**src/rtl/traffic_pkg.sv**
```systemverilog
`default_nettype none
// ============================================================================
// Module      : traffic_pkg
// Description : Mode encodings, state codes, default durations and output
//               decode shared by the traffic-light phase sequencer.
// Revision    : 1.0 - initial release
// ============================================================================
package traffic_pkg;

    localparam logic [1:0] MODE_RED    = 2'b00;
    localparam logic [1:0] MODE_GREEN  = 2'b01;
    localparam logic [1:0] MODE_YELLOW = 2'b10;
    localparam logic [1:0] MODE_FLASH  = 2'b11;

    typedef enum logic [2:0] {
        ALLRED_A  = 3'd0,
        NS_GREEN  = 3'd1,
        NS_YELLOW = 3'd2,
        ALLRED_B  = 3'd3,
        EW_GREEN  = 3'd4,
        EW_YELLOW = 3'd5,
        FLASH     = 3'd6
    } state_t;

    localparam int DEF_GREEN_MIN   = 16;
    localparam int DEF_GREEN_MAX   = 48;
    localparam int DEF_YELLOW_TIME = 4;
    localparam int DEF_ALLRED_TIME = 2;
    localparam int DEF_TW          = 8;

    function automatic logic [1:0] ns_mode(input state_t s);
        case (s)
            NS_GREEN:  ns_mode = MODE_GREEN;
            NS_YELLOW: ns_mode = MODE_YELLOW;
            FLASH:     ns_mode = MODE_FLASH;
            default:   ns_mode = MODE_RED;
        endcase
    endfunction

    function automatic logic [1:0] ew_mode(input state_t s);
        case (s)
            EW_GREEN:  ew_mode = MODE_GREEN;
            EW_YELLOW: ew_mode = MODE_YELLOW;
            FLASH:     ew_mode = MODE_FLASH;
            default:   ew_mode = MODE_RED;
        endcase
    endfunction

endpackage
`default_nettype wire

```
**src/rtl/traffic_sequencer_if.sv**
```systemverilog
`default_nettype none
// ============================================================================
// Module      : traffic_sequencer_if
// Description : Sensor/override inputs and light mode outputs of the sequencer.
// Revision    : 1.0 - initial release
// ============================================================================
interface traffic_sequencer_if;

    logic       carNS;
    logic       carEW;
    logic       flashReq;
    logic [1:0] lightNorthSouth;
    logic [1:0] lightEastWest;
    logic [2:0] phase;

    modport master (
        output carNS, carEW, flashReq,
        input  lightNorthSouth, lightEastWest, phase
    );

    modport slave (
        input  carNS, carEW, flashReq,
        output lightNorthSouth, lightEastWest, phase
    );

endinterface
`default_nettype wire

```
**src/rtl/traffic_sequencer_phase_timer.sv**
```systemverilog
`default_nettype none
// ============================================================================
// Module      : phase_timer
// Description : TW-bit saturating up-counter with synchronous clear.
// Revision    : 1.0 - initial release
// ============================================================================
module phase_timer #(
    parameter int TW = 8
) (
    input  wire logic          clk_i,
    input  wire logic          rst_ni,
    input  wire logic          clr_i,
    output logic [TW-1:0]      t_o
);

    logic [TW-1:0] cnt_q;

    always_ff @(posedge clk_i or negedge rst_ni) begin
        if (!rst_ni) begin
            cnt_q <= '0;
        end else if (clr_i) begin
            cnt_q <= '0;
        end else if (cnt_q != {TW{1'b1}}) begin
            cnt_q <= cnt_q + TW'(1);
        end
    end

    assign t_o = cnt_q;

endmodule
`default_nettype wire

```
**src/rtl/traffic_sequencer.sv**
```systemverilog
`default_nettype none
// ============================================================================
// Module      : traffic_sequencer
// Description : Two-approach NS/EW phase sequencer with demand-actuated green,
//               yellow and all-red clearance, and flash override.
// Revision    : 1.0 - initial release
// ============================================================================
module traffic_sequencer
    import traffic_pkg::*;
#(
    parameter int GREEN_MIN   = DEF_GREEN_MIN,
    parameter int GREEN_MAX   = DEF_GREEN_MAX,
    parameter int YELLOW_TIME = DEF_YELLOW_TIME,
    parameter int ALLRED_TIME = DEF_ALLRED_TIME,
    parameter int TW          = DEF_TW
) (
    input  wire logic            Clock,
    input  wire logic            reset,
    traffic_sequencer_if.slave   bus
);

    localparam int C_T_MAX = (2 ** TW) - 1;

    if (GREEN_MIN < 1) begin : g_chk_gmin
        $fatal(1, "GREEN_MIN must be at least 1");
    end
    if (GREEN_MAX < GREEN_MIN) begin : g_chk_gmax
        $fatal(1, "GREEN_MAX must not be below GREEN_MIN");
    end
    if (YELLOW_TIME < 1 || ALLRED_TIME < 1) begin : g_chk_clear
        $fatal(1, "YELLOW_TIME and ALLRED_TIME must be at least 1");
    end
    if (GREEN_MAX > C_T_MAX || YELLOW_TIME > C_T_MAX || ALLRED_TIME > C_T_MAX) begin : g_chk_tw
        $fatal(1, "durations exceed timer range");
    end

    localparam logic [TW-1:0] C_GMIN_LAST = TW'(GREEN_MIN - 1);
    localparam logic [TW-1:0] C_GMAX_LAST = TW'(GREEN_MAX - 1);
    localparam logic [TW-1:0] C_Y_LAST    = TW'(YELLOW_TIME - 1);
    localparam logic [TW-1:0] C_AR_LAST   = TW'(ALLRED_TIME - 1);

    state_t        state_q, state_d;
    logic          pend_ns_q, pend_ns_d;
    logic          pend_ew_q, pend_ew_d;
    logic [1:0]    ns_mode_q, ew_mode_q;
    logic [TW-1:0] t;
    logic          timer_clr;

    phase_timer #(.TW(TW)) u_phase_timer (
        .clk_i  (Clock),
        .rst_ni (reset),
        .clr_i  (timer_clr),
        .t_o    (t)
    );

    // A green yields only to waiting opposing demand; own demand holds it until GREEN_MAX.
    always_comb begin
        state_d = state_q;
        if (bus.flashReq) begin
            state_d = FLASH;
        end else begin
            case (state_q)
                FLASH:     state_d = ALLRED_B;
                ALLRED_B:  if (t == C_AR_LAST) state_d = NS_GREEN;
                NS_GREEN:  if (t >= C_GMIN_LAST && pend_ew_q &&
                               (!bus.carNS || t >= C_GMAX_LAST)) state_d = NS_YELLOW;
                NS_YELLOW: if (t == C_Y_LAST)  state_d = ALLRED_A;
                ALLRED_A:  if (t == C_AR_LAST) state_d = EW_GREEN;
                EW_GREEN:  if (t >= C_GMIN_LAST && pend_ns_q &&
                               (!bus.carEW || t >= C_GMAX_LAST)) state_d = EW_YELLOW;
                EW_YELLOW: if (t == C_Y_LAST)  state_d = ALLRED_B;
                default:   state_d = ALLRED_B;
            endcase
        end
    end

    assign timer_clr = (state_d != state_q);

    // Entering green discards that direction's same-cycle sensor sample.
    assign pend_ns_d = (state_d == NS_GREEN && state_q != NS_GREEN) ? 1'b0 : (pend_ns_q | bus.carNS);
    assign pend_ew_d = (state_d == EW_GREEN && state_q != EW_GREEN) ? 1'b0 : (pend_ew_q | bus.carEW);

    always_ff @(posedge Clock or negedge reset) begin
        if (!reset) begin
            state_q   <= ALLRED_B;
            pend_ns_q <= 1'b0;
            pend_ew_q <= 1'b0;
            ns_mode_q <= MODE_RED;
            ew_mode_q <= MODE_RED;
        end else begin
            state_q   <= state_d;
            pend_ns_q <= pend_ns_d;
            pend_ew_q <= pend_ew_d;
            ns_mode_q <= ns_mode(state_d);
            ew_mode_q <= ew_mode(state_d);
        end
    end

    assign bus.lightNorthSouth = ns_mode_q;
    assign bus.lightEastWest   = ew_mode_q;
    assign bus.phase           = state_q;

endmodule
`default_nettype wire
```
**src/flat_wrapper.sv**
```systemverilog
// flat-port wrapper written by rule: the top's interface ports become plain ports
module traffic_sequencer_flat import traffic_pkg::*;
#(
    parameter int GREEN_MIN   = DEF_GREEN_MIN,
    parameter int GREEN_MAX   = DEF_GREEN_MAX,
    parameter int YELLOW_TIME = DEF_YELLOW_TIME,
    parameter int ALLRED_TIME = DEF_ALLRED_TIME,
    parameter int TW          = DEF_TW
)
  (Clock, reset, bus_carNS, bus_carEW, bus_flashReq, bus_lightNorthSouth, bus_lightEastWest, bus_phase);
  traffic_sequencer_if bus_i ();
  input  wire logic Clock;
  input  wire logic reset;
  input wire logic [$bits(bus_i.carNS)-1:0] bus_carNS;
  input wire logic [$bits(bus_i.carEW)-1:0] bus_carEW;
  input wire logic [$bits(bus_i.flashReq)-1:0] bus_flashReq;
  output wire logic [$bits(bus_i.lightNorthSouth)-1:0] bus_lightNorthSouth;
  output wire logic [$bits(bus_i.lightEastWest)-1:0] bus_lightEastWest;
  output wire logic [$bits(bus_i.phase)-1:0] bus_phase;
  assign bus_i.carNS = bus_carNS;
  assign bus_i.carEW = bus_carEW;
  assign bus_i.flashReq = bus_flashReq;
  assign bus_lightNorthSouth = bus_i.lightNorthSouth;
  assign bus_lightEastWest = bus_i.lightEastWest;
  assign bus_phase = bus_i.phase;
  traffic_sequencer #(.GREEN_MIN(GREEN_MIN), .GREEN_MAX(GREEN_MAX), .YELLOW_TIME(YELLOW_TIME), .ALLRED_TIME(ALLRED_TIME), .TW(TW)) u_core (.Clock(Clock), .reset(reset), .bus(bus_i));
endmodule
```
**config.mk**
```make
export PLATFORM = sky130hd
export DESIGN_NAME = traffic_sequencer_flat
export DESIGN_NICKNAME = d
export VERILOG_FILES = /design/src/rtl/traffic_pkg.sv /design/src/rtl/traffic_sequencer_if.sv /design/src/rtl/traffic_sequencer_phase_timer.sv /design/src/rtl/traffic_sequencer.sv /design/src/flat_wrapper.sv
export SDC_FILE = /design/constraint.sdc
export NUM_CORES = 1
export LEC_CHECK = 0
export ABC_CLOCK_PERIOD_IN_PS = 3700
export BUFFER_PORTS_ARGS = -buffer_cell sky130_fd_sc_hd__buf_4
export CAP_MARGIN = 15
export CORE_AREA = 2 2 44 50
export DETAILED_ROUTE_END_ITERATION = 8
export DIE_AREA = 0 0 46 52
export PLACE_DENSITY = 0.8
export SYNTH_ARGS = -nofsm -noshare
export SYNTH_HDL_FRONTEND = slang
export SYNTH_SLANG_ARGS = --single-unit
```
**constraint.sdc**
```tcl
create_clock -name Clock -period 3.7 [get_ports Clock]
set_clock_uncertainty 0.2 [all_clocks]
set_input_delay 0.37 -clock Clock [delete_from_list [all_inputs] [get_ports Clock]]
set_output_delay 0.37 -clock Clock [all_outputs]
set_load 0.01 [all_outputs]
```
==> summary.md <==
| Metric | Value |
|---|---|
| Status | `finished, final reports clean` |
| Dpl ws | `1.31 ns` |
| Vias per cell | `6.71` |
| CTS tree | `yes` |
| Setup slack after layout | `1.26 ns` |
| Port Buffers | `11` |
| Worst Path Max Fanout | `10` |
| Dpl hpwl | `1740 microns` |
| Hold Path Depth | `3` |
| Initial DRC count | `46` |
| First-pass GRT wire length | `4220 microns` |
| Delay-heaviest family, CP | `compound AO/OA/AOI/OAI gates` |
| CTS root buf | `clkbuf_4` |
| Share of the synthesized area in the top cell type | `33.8%` |
| Vias in the first global route | `951` |
| Hold Slack | `0.134 ns` |
| Gpl congestion | `0.910` |
| Data arrival, critical path | `2.45 ns` |
| Overall die width | `46 microns` |
| Syn Nets | `127` |
| Synth top area cells | `dfrtp_1 34%, dfstp_2 4.7%, nor2_1 4.7%, nand3_1 3.2%, a31oi_1 2.8%` |
| Total Wirelength | `2430 microns` |
| GR Util All Layers | `23.7%` |
| Clock transition at path regs | `0.11 ns` |
| P_sw | `0.127 mW` |
| R2r setup slk | `1.26 ns` |
| Mapped Avg Cell Area | `9.25 sq um` |
| VDD IR-drop max | `0.226 mV` |
| Setup CP Type | `reg2reg` |
| Layout cells sized above 1 | `22.0%` |
| Overflow after GRT | `0` |
| Ports | `12` |
| FF-to-FF path depth | `6` |
| Top FF cell, synth | `dfrtp_1` |
| RSZ-0062 raised after global routing | `false` |
| Yosys warnings | `0` |
| Post-synth EDFFs | `0` |
| Logic pwr share | `21.2%` |
| WL/cell | `16.7 microns` |
| Sum Neg Setup Slack | `0 ns` |
| Antenna Cells | `0` |
| P_leak | `0.522 nW` |
| Pre-Repair DR Iteration Count | `4` |
| Reg power frac | `53.2%` |
| Distinct cells, synth | `48` |
| CP Cell Sequence | `ha_1, and3_1, a2111o_1, and2_1, o31a_1, a41oi_1` |
| Setup violators final | `0` |
| Rows | `17` |
| Cell Area, Synth | `1110 sq um` |
| Initial Util | `58.0%` |
| Crit path buf inv count | `0` |
| Pin count of the biggest net entering global routing | `18` |
| Slew HR | `58.5%` |
| Async S/R FF share, synth | `100%` |
| Sink Count | `17` |
| Crit-path max cell delay | `0.45 ns` |
| Initial antenna violation count | `0` |
| H-tree levels | `1` |
| Vias | `980` |
| Routed Antenna Nets | `0` |
| Skew-Pair Late Insertion Delay | `0.29 ns` |
| CP max-delay cell | `dfrtp_1` |
| Layout area overhead | `9.24%` |
| Worst Tran Pin Value | `0.622 ns` |
| Drt drc | `0` |
| Tcrit/Tclk final | `66.0%` |
| Clock Path Buffers | `2` |
| Pwr dens | `333 nW/um^2` |
| Critical path depth | `6` |
| Max Slew Vio Count | `0` |
| Register bit total from synthesis | `17` |
| Final hold violation count | `0` |
| Max Clk Rate | `409 MHz` |
| CP required | `3.70 ns` |
| Final nets | `135` |
| Core area | `1910 sq um` |
| Worst Setup Start Kind | `register` |
| Clock network power share | `25.6%` |
| Post-Route Utilization | `63.3%` |
| Post-CTS setup buffers | `0` |
| Chip Height | `52 microns` |
| Max cap viols | `0` |
| Die area | `2390 sq um` |
| Final min period | `2.44 ns` |
| Area leader, netlist | `dfrtp_1` |
| Worst Hold Class | `in2reg` |
| Seq/Total Area, Yosys | `38.6%` |
| Sw frac | `31.3%` |
| Post-cts resize count | `0` |
| CTS buffer count | `3` |
| Crit path capture type | `register` |
| Cells after Synth | `120` |
| P_int | `0.278 mW` |
placed cells by master, fill, tap and decap left out, types with 2 or more instances in the layout:
cell and instances:
dfrtp_1 15, nor2_1 14, buf_4 11, nand2_1 8
nand3_1 7, a21oi_1 6, inv_1 5, a31oi_1 5
o211ai_1 3, clkbuf_4 3, and3_1 2, and2_1 2
or2_2 2, o22ai_1 2, a21oi_2 2, a41oi_1 2
a41o_1 2, and4_1 2, nor3b_1 2, ha_1 2
dfstp_2 2
area by class of cell:
type / count / area [sq um]
well taps: 19 / 23.8
flip-flops and latches: 17 / 428
multi-input cells: 88 / 616
fillers: 168 / 702
repair buffers: 12 / 92.6
inverters: 6 / 22.5
clock inverters: 1 / 7.51
clock buffers: 3 / 22.5
power groups by stage:
stage          logic [mW]  clock network, mW  registers, mW
2_1_floorplan      0.0610                  0          0.212
3_3_place_gp       0.0831                  0          0.217
3_5_place_dp       0.0847                  0          0.218
4_1_cts            0.0857              0.106          0.215
5_1_grt            0.0952              0.122          0.217
6_report           0.0856              0.104          0.215
final timing paths:
| kind | start | endpoint |
|---|---|---|
| min in group asynchronous | reset | u_core.pend_ns_q$_DFF_PN0_ |
| worst max register to register | u_core.u_phase_timer.t_o[0]$_DFFE_PN0P_ | u_core.pend_ew_q$_DFF_PN0_ |
| max in group asynchronous | reset | u_core.bus.phase[1]$_DFF_PN1_ |
| worst min-delay path | bus_carNS | u_core.pend_ns_q$_DFF_PN0_ |
| worst max-delay path | u_core.u_phase_timer.t_o[0]$_DFFE_PN0P_ | u_core.pend_ew_q$_DFF_PN0_ |
| worst min register to register | u_core.pend_ns_q$_DFF_PN0_ | u_core.pend_ns_q$_DFF_PN0_ |
timing repair:
action                                  CTS  global route
hold buffers                              1             0
endpoints found under the hold margin    17             0
endpoints found under the setup margin    0             0
synth_stat cells (2+ instances only):
library cell  count
o211ai_1          3
a41oi_1           2
clkbuf_1          6
ha_1              2
nor3b_1           2
dfstp_2           2
and2_1            2
a21oi_1           6
buf_2             2
nor2_1           14
a41o_1            2
a31oi_1           5
inv_1             5
dfrtp_1          15
or2_2             2
o22ai_1           2
nand2_1           8
a21oi_2           2
and3_1            2
and4_1            2
nand3_1           7
state kept, by name, summed over array words and instances, names as in the netlist:
signal,flops
u_core.bus.phase,3
u_core.u_phase_timer.t_o,8
u_core.pend_ew_q,1
u_core.pend_ns_q,1
u_core.bus.lightNorthSouth,2
u_core.bus.lightEastWest,2
stage by stage:
step | instance area [sq um] | cells | power [mW]
CTS | 1210 | 146 | 0.406
global placement | 1170 | 141 | 0.300
finish | 1210 | 146 | 0.404
floorplan | 1110 | 120 | 0.273
detailed placement | 1170 | 141 | 0.303
global route | 1210 | 146 | 0.435
worst min-delay path, cell delays in order:
cell,delay [ns]
buf_4,0.11
nor2_1,0.07
a31oi_1,0.04
logic make-up (layout without fill, tap and decap cells):
group | Yosys count | after routing | synth area share, %
AND/OR/NAND/NOR | 50 | 50 | 25.1
AO/OA/AOI/OAI | 33 | 33 | 25.6
flip-flops | 17 | 17 | 38.6
buffers and inverters | 15 | 22 | 5.97
adder cells (fa/ha/maj) | 2 | 2 | 2.25
XOR/XNOR | 2 | 2 | 1.58
multiplexers | 1 | 1 | 0.902
metal layers:
layer	wire length (microns)	vias up	track usage, %	share of wire (%)
met3	135	4	4.51	5.6
met4	15	0	6.67	0.62
li1	-	462	-	-
met2	1320	38	41.2	54
met5	0	-	0	0
met1	965	476	28.8	40
Note: power is estimated with default switching activity, not from simulation.
